$ cat config.mk
export PLATFORM = sky130hd
export DESIGN_NAME = sm_reg_tracer
export DESIGN_NICKNAME = d
export VERILOG_FILES = /design/src/rtl/sm_reg_tracer.sv
export SDC_FILE = /design/constraint.sdc
export NUM_CORES = 1
export LEC_CHECK = 0
export BUFFER_PORTS_ARGS = -buffer_cell sky130_fd_sc_hd__buf_2
export CAP_MARGIN = 20
export CELL_PAD_IN_SITES_DETAIL_PLACEMENT = 1
export CELL_PAD_IN_SITES_GLOBAL_PLACEMENT = 1
export CORE_UTILIZATION = 25
export CTS_CLUSTER_SIZE = 12
export DETAILED_ROUTE_END_ITERATION = 10
export PLACE_DENSITY_LB_ADDON = 0.1
export RECOVER_POWER = 25
export SETUP_SLACK_MARGIN = 0.3
export SLEW_MARGIN = 20
export SYNTH_ARGS = -nofsm -noshare
export SYNTH_HDL_FRONTEND = slang
export SYNTH_SLANG_ARGS = --single-unit
$ cat constraint.sdc
create_clock -name clk -period 5.3 [get_ports clk]
set_input_delay 0.795 -clock clk [delete_from_list [all_inputs] [get_ports clk]]
set_output_delay 0.795 -clock clk [all_outputs]
set_load 0.03 [all_outputs]
$ cat src/rtl/sm_reg_tracer.sv
// rtl/sm_reg_tracer.sv - per-instruction PC/register snapshot tracer feeding a FWFT trace FIFO
// Define SM_TRACE_TIMESTAMP_EN to prefix every snapshot with a cycle-counter entry (tag 6'h21).
module sm_reg_tracer #(
  parameter logic [31:0] WATCH_MASK = 32'h0000_0004,
  parameter logic [4:0]  PC_ADDR    = 5'd0,
  parameter int          FIFO_DEPTH = 16
) (
  input  logic        clk,
  input  logic        rst_n,
  input  logic        cpu_step,
  output logic [4:0]  regAddr,
  input  logic [31:0] regData,
  output logic        out_valid,
  input  logic        out_ready,
  output logic [5:0]  out_tag,
  output logic [31:0] out_data,
  output logic        overflow,
  output logic [7:0]  miss_cnt,
  output logic        busy
);
  localparam int AW = $clog2(FIFO_DEPTH);
  localparam logic [31:0] SCAN_MASK = WATCH_MASK & ~32'h1;

  typedef enum logic [1:0] {IDLE, SCAN, FLUSH} state_t;

  state_t      state, stateNext;
  logic [4:0]  regAddrNext;
  logic [31:0] remain, remainNext;
  logic        first, firstNext;
  logic        pending, pendingNext;
  logic [7:0]  missNext;
  logic        pushEn, done, startNow;
  logic [5:0]  pushTag;
  logic [31:0] pushData;
  logic        tsPhase;
  logic [31:0] tsLatch;

  function automatic logic [4:0] lowestBit(input logic [31:0] m);
    lowestBit = 5'd0;
    for (int i = 31; i >= 0; i--) begin
      if (m[i]) lowestBit = 5'(i);
    end
  endfunction

  always_comb begin
    stateNext   = state;
    regAddrNext = regAddr;
    remainNext  = remain;
    firstNext   = first;
    pendingNext = pending;
    missNext    = miss_cnt;
    pushEn      = 1'b0;
    pushTag     = 6'h00;
    pushData    = regData;
    done        = 1'b0;
    startNow    = 1'b0;
    case (state)
      IDLE: ;
      SCAN: begin
        pushEn = 1'b1;
        if (tsPhase) begin
          pushTag  = 6'h21;
          pushData = tsLatch;
        end else begin
          pushTag   = first ? 6'h20 : {1'b0, regAddr};
          firstNext = 1'b0;
          if (remain == 32'd0) begin
            done = 1'b1;
          end else begin
            regAddrNext = lowestBit(remain);
            remainNext  = remain & (remain - 32'd1);
            if ((remain & (remain - 32'd1)) == 32'd0) stateNext = FLUSH;
          end
        end
      end
      FLUSH: begin
        pushEn  = 1'b1;
        pushTag = {1'b0, regAddr};
        done    = 1'b1;
      end
      default: stateNext = IDLE;
    endcase
    // The final push cycle can accept a new start, so back-to-back snapshots lose no cycle.
    if (state == IDLE || done) begin
      if (cpu_step || pending) begin
        startNow    = 1'b1;
        stateNext   = SCAN;
        regAddrNext = PC_ADDR;
        remainNext  = SCAN_MASK;
        firstNext   = 1'b1;
        pendingNext = pending & cpu_step;
      end else if (done) begin
        stateNext   = IDLE;
        regAddrNext = PC_ADDR;
      end
    end else if (cpu_step) begin
      if (!pending) pendingNext = 1'b1;
      else if (miss_cnt != 8'hFF) missNext = miss_cnt + 8'd1;
    end
  end

  always_ff @(posedge clk or negedge rst_n) begin
    if (!rst_n) begin
      state    <= IDLE;
      regAddr  <= PC_ADDR;
      remain   <= 32'd0;
      first    <= 1'b0;
      pending  <= 1'b0;
      miss_cnt <= 8'd0;
    end else begin
      state    <= stateNext;
      regAddr  <= regAddrNext;
      remain   <= remainNext;
      first    <= firstNext;
      pending  <= pendingNext;
      miss_cnt <= missNext;
    end
  end

`ifdef SM_TRACE_TIMESTAMP_EN
  logic [31:0] cycleCnt;

  always_ff @(posedge clk or negedge rst_n) begin
    if (!rst_n) begin
      cycleCnt <= 32'd0;
      tsPhase  <= 1'b0;
      tsLatch  <= 32'd0;
    end else begin
      cycleCnt <= cycleCnt + 32'd1;
      if (startNow) begin
        tsPhase <= 1'b1;
        tsLatch <= cycleCnt;
      end else if (state == SCAN) begin
        tsPhase <= 1'b0;
      end
    end
  end
`else
  assign tsPhase = 1'b0;
  assign tsLatch = 32'd0;
`endif

  assign busy = (state != IDLE);

  logic [5:0]    memTag  [FIFO_DEPTH];
  logic [31:0]   memData [FIFO_DEPTH];
  logic [AW-1:0] wrPtr, rdPtr;
  logic [AW:0]   count;
  logic          full, pop, wrOk;

  assign full      = (count == (AW+1)'(FIFO_DEPTH));
  assign out_valid = (count != '0);
  assign pop       = out_valid & out_ready;
  // A pop in the same cycle frees the slot, so a full FIFO still takes the push.
  assign wrOk      = pushEn & (~full | pop);

  always_ff @(posedge clk or negedge rst_n) begin
    if (!rst_n) begin
      wrPtr    <= '0;
      rdPtr    <= '0;
      count    <= '0;
      overflow <= 1'b0;
    end else begin
      if (wrOk) wrPtr <= wrPtr + 1'b1;
      if (pop) rdPtr <= rdPtr + 1'b1;
      count <= count + {{AW{1'b0}}, wrOk} - {{AW{1'b0}}, pop};
      if (pushEn && full && !pop) overflow <= 1'b1;
    end
  end

  always_ff @(posedge clk) begin
    if (wrOk) begin
      memTag[wrPtr]  <= pushTag;
      memData[wrPtr] <= pushData;
    end
  end

  assign out_tag  = out_valid ? memTag[rdPtr]  : 6'h00;
  assign out_data = out_valid ? memData[rdPtr] : 32'd0;

endmodule
==> flow_summary.json <==
{
  "layout_setup_ws_ns": 1.079,
  "async_flop_share": 0.09389,
  "core_mm2": 0.1057,
  "rsz0062_at_grt": "no",
  "p_leak_nw": 10.42,
  "gr-total-overflow": 0,
  "relSlewSlack": 0.2979,
  "finalMaxSlewViolations": 0,
  "gp_congestion": 0.6967,
  "cts_buffer_depth": 3,
  "startpoint": "rdPtr[0]",
  "critPathMaxFanout": 30,
  "grt_pass1_vias": 14650,
  "min_period_ns": 4.221,
  "r2r-start": "state[1]",
  "syn_nets": 1328,
  "dp_hpwl_um": 38660,
  "nNetsFinal": 1477,
  "worstPathCellList": "buf_4 -> mux4_2 -> mux4_2 -> and2_1 -> buf_2",
  "cts_num_sinks": 671,
  "wl_um": 72330,
  "reg2reg_depth": 6,
  "ys.flop_type": "edfxtp_1",
  "grt.total_usage": 0.1362,
  "seq_area_frac_synth": 0.7416,
  "drc_errors": 10,
  "avgSynthCellArea_um2": 20.98,
  "finalHoldViolCount": 0,
  "via_per_inst": 4.522,
  "critPathLaunchType": "register",
  "layout_common_cells": "edfxtp_1, mux4_2, clkbuf_16",
  "initial_core_util": 0.2530,
  "synth_cell_type_count": 68,
  "tns_ns": 0,
  "cp.arrival_ns": 3.43,
  "fin_crit_sh": 0.7965,
  "clkLatencyLatePin_ns": 0.64,
  "portBuffers": 89,
  "mostFrequentLayoutCell": "edfxtp_1",
  "antenna_found_initial": 5,
  "rrSetupSlack_ns": 2.12,
  "syn_inst": 1275,
  "p_switching_w": 0.006016,
  "detail-route-antenna-nets": 0,
  "routedWlPerCell_um": 25.12,
  "grt_pass1_wl_um": 105600,
  "synth_area_leaders": "edfxtp_1, mux4_2, dfrtp_1",
  "hold_buffers": 0,
  "cp_slowest_cell": "dfrtp_4",
  "fp.dieArea_mm2": 0.1083,
  "ctsResizeCount": 0,
  "io_pins": 90,
  "violations": "DRC",
  "status": "finished, violations left",
  "seqCellArea_mm2": 0.01985,
  "synth_area_mm2": 0.02674,
  "irDropWorstVdd_uv": 534.2,
  "ys_ff_latch": 671,
  "critical_path_class": "reg -> out",
  "tightestPinTransition_ns": 1.051,
  "endpoint": "out_tag[4]",
  "p_per_area_mw_per_mm2": 572.1,
  "vias": 13020,
  "crit_buf_inv": 2,
  "pwr-share-seq": 0.381,
  "numCtsBuffers": 82,
  "yosys.area.top_type": "edfxtp_1",
  "p_clk_frac": 0.302,
  "timing.fmax_mhz": 236.9,
  "die_w_um": 329.1,
  "hp-class": "in -> async",
  "worstSetupEndpointType": "primary output",
  "dpl_worst_slack_ns": 1.619,
  "clkTransAtPathRegs_ns": 0.06,
  "cts_tree": "built",
  "die_h_um": 329.1,
  "worstPathRequired_ns": 4.51,
  "cts_setup_buffers": 0,
  "combPwrFrac": 0.316,
  "area_growth_pct": 18.95,
  "cp_slowest_stage_delay_ns": 0.89,
  "cp_top_family": "multiplexers",
  "setup_viol": 0,
  "p_int_w": 0.01218,
  "first_pass_iters": 7,
  "fin_skew_ns": 0.02580,
  "fillers": 10650,
  "grt_max_degree": 83,
  "htree_num_levels": 3,
  "crit_cells": 5,
  "synth_edf_count": 608,
  "num_rows": 119,
  "switching_share": 0.3305,
  "r2r-end": "memTag[12][5]",
  "yosys_warnings": 0,
  "crit_top_cell": "mux4_2",
  "cts_root_buffer": "clkbuf_16",
  "cap_violations": 0,
  "drive_gt1_frac": 0.2999,
  "multiInputGateArea_mm2": 0.006650,
  "synth_top_area_share": 0.6827,
  "drtIter0Drc": 735
}
## state kept, by name (all words and copies together), names as in the netlist, 4 cells and up
signal / cells
memData: 512
memTag: 96
remain: 32
miss_cnt: 8
count: 5
regAddr: 5
rdPtr: 4
wrPtr: 4
## per-layer routing
metal | routed length [um] | up-vias | GRT usage
met5 | 37 | - | 0
met1 | 32830 | 7132 | 0.1817
li1 | - | 5596 | -
met2 | 35570 | 179 | 0.2282
met4 | 1453 | 6 | 0.03382
met3 | 2440 | 106 | 0.02535
## kinds of logic after synthesis
| family | count (synthesis) | synth area share |
|---|---|---|
| AO/OA/AOI/OAI | 95 | 0.02835 |
| adder cells (fa/ha/maj) | 18 | 0.008608 |
| buffers and inverters | 92 | 0.01436 |
| XOR/XNOR | 17 | 0.005568 |
| multiplexers | 191 | 0.1604 |
| flip-flops | 671 | 0.7416 |
| AND/OR/NAND/NOR | 191 | 0.04108 |
## cells in the mapped netlist (14+ instances only)
cell,count
a21oi_1,19
and2_1,42
buf_2,19
clkbuf_1,33
dfrtp_1,63
edfxtp_1,608
ha_1,16
inv_1,32
mux4_2,190
nand2_1,30
nor2_1,42
o211a_1,16
xnor2_1,14
## stage by stage
stage                       util  instance area (um2)  power [W]  cells  hold slack [ns]
after floorplan                -                26740    0.01089   1275           0.4791
after global placement    0.2763                29210    0.01302   2731           0.4759
after detailed placement  0.2764                29220    0.01306   2731           0.4875
after CTS                 0.3011                31840    0.01866   2878           0.1718
after global routing      0.3009                31810    0.01914   2878           0.1985
final                     0.3009                31810    0.01820   2879           0.1866
## how the worst min path moves through the flow
stage,slack (ns),end,cells after the start
2_1_floorplan,0.48,count[0],1
3_3_place_gp,0.48,overflow,1
3_5_place_dp,0.49,overflow,1
4_1_cts,0.17,remain[27],1
5_1_grt,0.20,remain[27],1
6_report,0.19,remain[27],1
## layout make-up
cell class / count / share of cell area
repair buffers: 125 / 0.02616
well taps: 1391 / 0.05471
diodes: 1 / 0.00007866
clock inverters: 48 / 0.01487
inverters: 32 / 0.003776
clock buffers: 99 / 0.06749
multi-input cells: 512 / 0.2090
flip-flops and latches: 671 / 0.6239
## power groups by stage
stage	Sequential, W	Clock [W]	Combinational [W]
floorplan	0.00682	0	0.00407
global placement	0.00705	0	0.00596
detailed placement	0.00708	0	0.00599
CTS	0.00697	0.00570	0.00599
global route	0.00703	0.00588	0.00623
finish	0.00694	0.00550	0.00576
Note: power is estimated with default switching activity, not from simulation.
